$ cat config.mk
export PLATFORM = sky130hd
export DESIGN_NAME = result_pack
export DESIGN_NICKNAME = d
export VERILOG_FILES = /design/src/rtl/result_pack.sv
export SDC_FILE = /design/constraint.sdc
export NUM_CORES = 1
export LEC_CHECK = 0
export ABC_CLOCK_PERIOD_IN_PS = 5700
export BUFFER_PORTS_ARGS = -buffer_cell sky130_fd_sc_hd__buf_2
export CAP_MARGIN = 10
export CORE_UTILIZATION = 40
export DETAILED_ROUTE_END_ITERATION = 16
export SYNTH_ARGS = -nofsm -noshare
export SYNTH_HDL_FRONTEND = slang
export SYNTH_SLANG_ARGS = --single-unit
export TNS_END_PERCENT = 50
$ cat constraint.sdc
create_clock -name clk -period 5.7 [get_ports clk]
set_input_delay 0.57 -clock clk [delete_from_list [all_inputs] [get_ports clk]]
set_output_delay 0.57 -clock clk [all_outputs]
set_load 0.02 [all_outputs]
$ cat src/rtl/result_pack.sv
// result_pack: packs GROUP_NB-pixel result beats from the compute array into
// STR_RES_WIDTH stream words for the host. The frame length (in input beats)
// and the ReLU enable come from the cfg bus. The final word of every frame
// carries str_res_last, and any disagreement between the producer's
// result_last and the configured length raises a sticky err flag.
//
// Handshake rule for both buses: a transfer happens on a rising clk edge
// where valid and ready are both 1. Valid never waits for ready. A source
// holds its payload stable from the cycle valid rises until that transfer
// edge. This block holds str_res_bus and str_res_last stable while
// str_res_val is 1 and str_res_rdy is 0.
module result_pack #(
    parameter int                    CFG_DWIDTH    = 32,
    parameter int                    CFG_AWIDTH    = 5,
    parameter logic [CFG_AWIDTH-1:0] CFG_RES_ADDR  = 5'd12,
    parameter int                    STR_RES_WIDTH = 128,
    parameter int                    GROUP_NB      = 4,
    parameter int                    IMG_WIDTH     = 16,
    parameter int                    LEN_WIDTH     = 16
) (
    input  logic                          clk,
    input  logic                          rst,
    // configuration write port
    input  logic [CFG_DWIDTH-1:0]         cfg_data,
    input  logic [CFG_AWIDTH-1:0]         cfg_addr,
    input  logic                          cfg_valid,
    // result beats from the compute array
    input  logic [GROUP_NB*IMG_WIDTH-1:0] result_bus,
    input  logic                          result_last,
    input  logic                          result_val,
    output logic                          result_rdy,
    // packed stream towards the host
    output logic [STR_RES_WIDTH-1:0]      str_res_bus,
    output logic                          str_res_last,
    output logic                          str_res_val,
    input  logic                          str_res_rdy,
    // sticky framing error
    output logic                          err,
    // current FSM state, for observation only
    output logic [1:0]                    state_o
);

    // ------------------------------------------------------------------
    // Derived sizes
    // ------------------------------------------------------------------
    localparam int BEAT_W   = GROUP_NB * IMG_WIDTH;           // bits per input beat
    localparam int R        = STR_RES_WIDTH / BEAT_W;         // beats per stream word
    localparam int IDX_W    = (R > 1) ? $clog2(R) : 1;        // lane slot index width
    localparam int RELU_BIT = 16;                             // relu_en position in cfg_data

    localparam logic [LEN_WIDTH-1:0] LEN_ONE  = {{(LEN_WIDTH-1){1'b0}}, 1'b1};
    localparam logic [LEN_WIDTH-1:0] LEN_ZERO = '0;
    localparam logic [IDX_W-1:0]     IDX_ONE  = {{(IDX_W-1){1'b0}}, 1'b1};
    localparam logic [IDX_W-1:0]     IDX_MAX  = IDX_W'(R - 1);

    // ------------------------------------------------------------------
    // FSM encoding
    // ------------------------------------------------------------------
    localparam logic [1:0] S_IDLE  = 2'd0;   // waiting for a pending config
    localparam logic [1:0] S_RUN   = 2'd1;   // accepting beats of the frame
    localparam logic [1:0] S_DRAIN = 2'd2;   // last word waiting for the host

    // ------------------------------------------------------------------
    // State
    // ------------------------------------------------------------------
    logic [1:0]               state_q,      state_d;

    // Shadow config written from the cfg bus, copied to the active set in IDLE.
    logic [LEN_WIDTH-1:0]     shadow_len_q, shadow_len_d;
    logic                     shadow_relu_q, shadow_relu_d;
    logic                     cfg_pend_q,   cfg_pend_d;

    // Active config for the frame in progress.
    logic [LEN_WIDTH-1:0]     len_q,        len_d;
    logic                     relu_q,       relu_d;

    // Frame progress.
    logic [LEN_WIDTH-1:0]     beat_cnt_q,   beat_cnt_d;
    logic [IDX_W-1:0]         idx_q,        idx_d;
    logic [STR_RES_WIDTH-1:0] pack_q,       pack_d;

    // Output register.
    logic [STR_RES_WIDTH-1:0] out_bus_q,    out_bus_d;
    logic                     out_last_q,   out_last_d;
    logic                     out_val_q,    out_val_d;

    logic                     err_q,        err_d;

    // ------------------------------------------------------------------
    // Decoded events
    // ------------------------------------------------------------------
    logic                     cfg_hit;      // legal write addressed to this block
    logic                     load_cfg;     // shadow -> active this cycle
    logic                     beat_acc;     // input transfer this cycle
    logic                     is_beat_n;    // the beat on the bus is the frame's last
    logic                     word_done;    // accepted beat completes a stream word
    logic                     out_drain;    // output transfer this cycle
    logic [BEAT_W-1:0]        beat_proc;    // beat after optional ReLU
    logic [STR_RES_WIDTH-1:0] pack_merged;  // pack buffer with the new beat inserted

    // Only the length field and relu_en are decoded; the rest of the word is
    // reserved and tied into an intentionally unused net.
    logic [CFG_DWIDTH-1:0]    cfg_unused;
    assign cfg_unused = cfg_data;

    assign cfg_hit   = cfg_valid
                    && (cfg_addr == CFG_RES_ADDR)
                    && (cfg_data[LEN_WIDTH-1:0] != LEN_ZERO);
    assign load_cfg  = (state_q == S_IDLE) && cfg_pend_q;
    assign beat_acc  = result_val && result_rdy;
    assign is_beat_n = (beat_cnt_q == (len_q - LEN_ONE));
    assign word_done = beat_acc && ((idx_q == IDX_MAX) || is_beat_n);
    assign out_drain = out_val_q && str_res_rdy;

    // Beats are accepted only in RUN, and only when the output register can
    // take a completed word on the same edge (empty, or being drained).
    assign result_rdy = (state_q == S_RUN) && (!out_val_q || str_res_rdy);

    assign str_res_bus  = out_bus_q;
    assign str_res_last = out_last_q;
    assign str_res_val  = out_val_q;
    assign err          = err_q;
    assign state_o      = state_q;

    // Per-lane ReLU: negative signed pixels are replaced with zero.
    always_comb begin
        beat_proc = result_bus;
        for (int g = 0; g < GROUP_NB; g++) begin
            if (relu_q && result_bus[g*IMG_WIDTH + IMG_WIDTH - 1]) begin
                beat_proc[g*IMG_WIDTH +: IMG_WIDTH] = '0;
            end
        end
    end

    // Insert the processed beat at slot idx; untouched slots keep the buffer.
    always_comb begin
        pack_merged = pack_q;
        for (int k = 0; k < R; k++) begin
            if (idx_q == IDX_W'(k)) begin
                pack_merged[k*BEAT_W +: BEAT_W] = beat_proc;
            end
        end
    end

    // FSM next state: a frame ends on beat N, and the block goes idle once
    // the word carrying last has been taken by the host.
    always_comb begin
        state_d = state_q;
        case (state_q)
            S_IDLE: begin
                if (load_cfg) begin
                    state_d = S_RUN;
                end
            end
            S_RUN: begin
                if (beat_acc && is_beat_n) begin
                    state_d = S_DRAIN;
                end
            end
            S_DRAIN: begin
                if (out_drain && out_last_q) begin
                    state_d = S_IDLE;
                end
            end
            default: state_d = S_IDLE;
        endcase
    end

    // Config shadow and pending flag; a write in the same cycle as a load
    // re-arms the pending flag so that the newer config follows.
    always_comb begin
        shadow_len_d  = shadow_len_q;
        shadow_relu_d = shadow_relu_q;
        cfg_pend_d    = cfg_pend_q;
        len_d         = len_q;
        relu_d        = relu_q;
        if (load_cfg) begin
            len_d      = shadow_len_q;
            relu_d     = shadow_relu_q;
            cfg_pend_d = 1'b0;
        end
        if (cfg_hit) begin
            shadow_len_d  = cfg_data[LEN_WIDTH-1:0];
            shadow_relu_d = cfg_data[RELU_BIT];
            cfg_pend_d    = 1'b1;
        end
    end

    // Frame progress: beat counter, slot index and pack buffer.
    always_comb begin
        beat_cnt_d = beat_cnt_q;
        idx_d      = idx_q;
        pack_d     = pack_q;
        if (load_cfg) begin
            beat_cnt_d = '0;
            idx_d      = '0;
            pack_d     = '0;
        end else if (beat_acc) begin
            beat_cnt_d = beat_cnt_q + LEN_ONE;
            if (word_done) begin
                idx_d  = '0;
                pack_d = '0;
            end else begin
                idx_d  = idx_q + IDX_ONE;
                pack_d = pack_merged;
            end
        end
    end

    // Output register: a completed word loads directly, which may coincide
    // with the previous word being drained. Otherwise the word holds until
    // the host takes it.
    always_comb begin
        out_bus_d  = out_bus_q;
        out_last_d = out_last_q;
        out_val_d  = out_val_q;
        if (word_done) begin
            out_bus_d  = pack_merged;
            out_last_d = is_beat_n;
            out_val_d  = 1'b1;
        end else if (out_drain) begin
            out_last_d = 1'b0;
            out_val_d  = 1'b0;
        end
    end

    // Sticky framing error: result_last must appear on beat N and nowhere else.
    always_comb begin
        err_d = err_q;
        if (load_cfg) begin
            err_d = 1'b0;
        end else if (beat_acc && (result_last != is_beat_n)) begin
            err_d = 1'b1;
        end
    end

    // Control registers: FSM, config and frame progress.
    always_ff @(posedge clk or negedge rst) begin
        if (!rst) begin
            state_q       <= S_IDLE;
            shadow_len_q  <= '0;
            shadow_relu_q <= 1'b0;
            cfg_pend_q    <= 1'b0;
            len_q         <= '0;
            relu_q        <= 1'b0;
            beat_cnt_q    <= '0;
            idx_q         <= '0;
            pack_q        <= '0;
            err_q         <= 1'b0;
        end else begin
            state_q       <= state_d;
            shadow_len_q  <= shadow_len_d;
            shadow_relu_q <= shadow_relu_d;
            cfg_pend_q    <= cfg_pend_d;
            len_q         <= len_d;
            relu_q        <= relu_d;
            beat_cnt_q    <= beat_cnt_d;
            idx_q         <= idx_d;
            pack_q        <= pack_d;
            err_q         <= err_d;
        end
    end

    // Output stream register.
    always_ff @(posedge clk or negedge rst) begin
        if (!rst) begin
            out_bus_q  <= '0;
            out_last_q <= 1'b0;
            out_val_q  <= 1'b0;
        end else begin
            out_bus_q  <= out_bus_d;
            out_last_q <= out_last_d;
            out_val_q  <= out_val_d;
        end
    end

endmodule
==> results.cfg <==
[run_status]
status = finished, final reports clean

[finish]
nFillCells = 3065
fin_nets = 1495
drive_above_1_share = 0.2447
area_growth_pct = 19.18

[clock_network]
clock_latency_ps = 520
cts_max_path_buffers = 3
cts_buffers = 37
tritoncts = built
cts_hold_buf = 0
postCtsSetupBuffers = 0
root_buffer = clkbuf_16
cts_resized = 0
ctsHtreeMaxLevel = 2
cts_sinks = 313
clk_pin_slew_ps = 60

[setup_path]
r2r_end = pack_q[36]
crit_path_start_kind = flip-flop
reg2regPathDepth = 10
end_kind = flip-flop
crit_start = len_q[0]
required_ps = 6140
critPathSlowestCell = nor3b_2
crit_type = reg2reg
path_cells = inv_1 > ha_1 > or3b_2 > o31a_1 > o21a_1 > o32ai_1 > nor4_4 > buf_12 > nor3b_2 > a22o_1
slowest_delay_ps = 950
r2r-start = len_q[0]
cp.depth = 10
path_max_fanout = 118
crit_arrival_ps = 4640
crit_path_end = pack_q[36]
cpLargestDelayFamily = simple AND/OR/NAND/NOR gates
cp.buffers_inverters = 2
reg2reg_setup_slack_ps = 1510

[floorplan]
rows = 67
io-pin-count = 241
design.core.area_mm2 = 0.03362
die_h_um = 187.2
die_w_um = 187.2
initial_core_util = 0.4080
die_area_mm2 = 0.03503

[timing]
grt_setup_unrepaired = no
setup_ws_ps = 1506
fin_crit_ps = 4194
maxSlewHeadroom = 0.1939
finalCritPeriodShare = 0.7357
whs_ps = 118.3
hold_viol_final = 0
final.setup.tns_ps = 0
fmax_mhz = 238.5
setup_viol = 0
tightest_slew_ps = 1206
finClkSkew_ps = 13.58
drv_slew = 0

[yosys]
synth_cell_types = 60
yosys_most_used_dff = dfrtp_1
synth-edff-count = 0
synthCells = 1207
post_synth_main_area_contributors = dfrtp_1 57%, a221o_1 4.4%, a22o_1 4.2%
synth.net_count = 1316
syn_avg_cell_area_um2 = 11.36
ys_seq_area_frac = 0.5711
yosysTopAreaCellShare = 0.5711
synth_top_cell_by_area = dfrtp_1
yosysWarningCount = 0
ys_seq_elements = 313
async_flop_share = 1.000
synthesis.area_mm2 = 0.01371

[placed_design]
routabilityCongestion = 0.8260
dpl_worst_slack_ps = 1487
portBuffers = 225
dpl.hpwl_mm = 23.17

[global_routing]
grt_pass1_vias = 10510
grt_max_degree = 146
grt_antenna_before_repair = 5
overflow = 0
grt_use_total = 0.2197
grt_pass1_wl_mm = 61.67

[detailed_routing]
drc = 0
vias = 10580
drt-wirelength-per-cell_um = 20.72
final_antenna_net_count = 0
vias_per_cell = 5.688
dr.pass1.iters = 6
met3_length_mm = 2.390
wl_met1_mm = 17.61
routed_wl_mm = 38.54
wl_met2_mm = 17.77
highest_layer = met5
drt_iter0_drc = 722

[power]
peakVddDrop_v = 0.0002353
power_density_mw_per_mm2 = 472.2
leakage_nw = 8.038

[job]
max_cap_violations = 0

[min_path]
hp-class = in2async
state kept, by name, indices dropped and copies added (netlist names):
register / cells
pack_q: 128
str_res_last: 1
len_q: 16
idx_q: 1
beat_cnt_q: 16
shadow_len_q: 16
str_res_val: 1
state_o: 2
err: 1
shadow_relu_q: 1
cfg_pend_q: 1
str_res_bus: 128
relu_q: 1
power by group:
| group | total (mW) | switching, mW | internal (mW) |
|---|---|---|---|
| registers | 3.21 | 0.420 | 2.79 |
| logic | 2.27 | 1.43 | 0.844 |
| clock network | 2.24 | 0.921 | 1.32 |
| total | 7.72 | 2.77 | 4.95 |
Yosys cell counts, types with 3 or more instances:
library cell	n
nand2_1	124
or3_1	4
a32oi_1	60
nand4_1	7
a221o_1	60
nand3_1	10
clkbuf_1	78
inv_1	69
a22o_1	65
buf_2	17
a211oi_2	8
mux2_2	16
o31a_1	3
nor2_1	27
buf_4	7
and2_1	65
nand4b_1	3
o311ai_1	4
a21oi_1	10
xor2_1	17
nand2b_1	4
and3_1	43
nor4_1	12
nor3_1	22
xnor2_1	13
o21ai_0	11
o311ai_0	57
nor2b_1	5
and4_1	23
o22ai_1	8
dfrtp_1	313
nor3b_2	3
routing by layer:
| metal | GRT usage | vias to the layer above |
|---|---|---|
| met5 | 0 | - |
| met4 | 0.05549 | 6 |
| met3 | 0.05253 | 55 |
| met2 | 0.3393 | 271 |
| met1 | 0.3102 | 5375 |
| li1 | - | 4872 |
worst reg2reg max path, cell delays in order, from the launching register on:
cell	delay [ps]
dfrtp_1	460
inv_1	140
ha_1	370
or3b_2	530
o31a_1	270
o21a_1	190
o32ai_1	520
nor4_4	100
buf_12	250
nor3b_2	1040
a22o_1	250
stage by stage:
stage                     power [mW]  cell area [um^2]  cells  utilization
after floorplan                4.600             13710   1207            -
after global placement         5.476             15200   1795       0.4523
after detailed placement       5.539             15200   1795       0.4523
after CTS                      7.808             16340   1858       0.4861
after global routing           8.148             16340   1859       0.4861
final                          7.718             16340   1860       0.4862
worst min-delay path by stage:
stage	slack, ps	from	endpoint	cells past startpoint
2_1_floorplan	270	rst	beat_cnt_q[0]	0
3_3_place_gp	450	shadow_len_q[4]	len_q[4]	2
3_5_place_dp	460	shadow_len_q[4]	len_q[4]	2
4_1_cts	190	rst	pack_q[10]	1
5_1_grt	230	rst	pack_q[11]	1
6_report	120	rst	pack_q[11]	1
cell usage in the layout (no fill, tap or decap), types with 8 or more instances in the layout:
master	netlist	layout
a22o_1	65	65
xor2_1	17	17
clkbuf_16	0	39
buf_2	17	224
and2_1	65	65
o22ai_1	8	8
dfrtp_1	313	312
inv_1	69	69
nand3_1	10	10
o21ai_0	11	11
nand2_1	124	124
a221o_1	60	60
o311ai_0	57	57
a32oi_1	60	60
nor4_1	12	12
buf_4	7	17
nor3_1	22	21
clkbuf_1	78	11
a211oi_2	8	8
and3_1	43	43
nor2_1	27	25
xnor2_1	13	13
mux2_2	16	16
and4_1	23	23
a21oi_1	10	8
area by class of cell:
class / count / area (um^2) / area share
timing repair buffer: 245 / 1324 / 0.08099
inverter: 69 / 259.0 / 0.01585
clock buffer: 55 / 1086 / 0.06645
sequential: 313 / 7836 / 0.4794
multi-input combinational: 720 / 5224 / 0.3196
clock inverter: 8 / 50.05 / 0.003062
tap: 448 / 560.5 / 0.03430
antenna: 2 / 5.005 / 0.0003062
logic make-up (layout without fill, tap and decap cells):
kind of cell             after synthesis  in the layout  share of synthesized area
flip-flops                           313            313                     0.5711
buffers and inverters                174            377                    0.05218
adder cells (fa/ha/maj)                2              2                   0.001824
AND/OR/NAND/NOR                      365            365                     0.1455
other                                  0              2                          0
AO/OA/AOI/OAI                        305            305                     0.1947
XOR/XNOR                              31             31                    0.02080
multiplexers                          17             17                    0.01387
No activity file was read; power rests on OpenSTA's default activity.
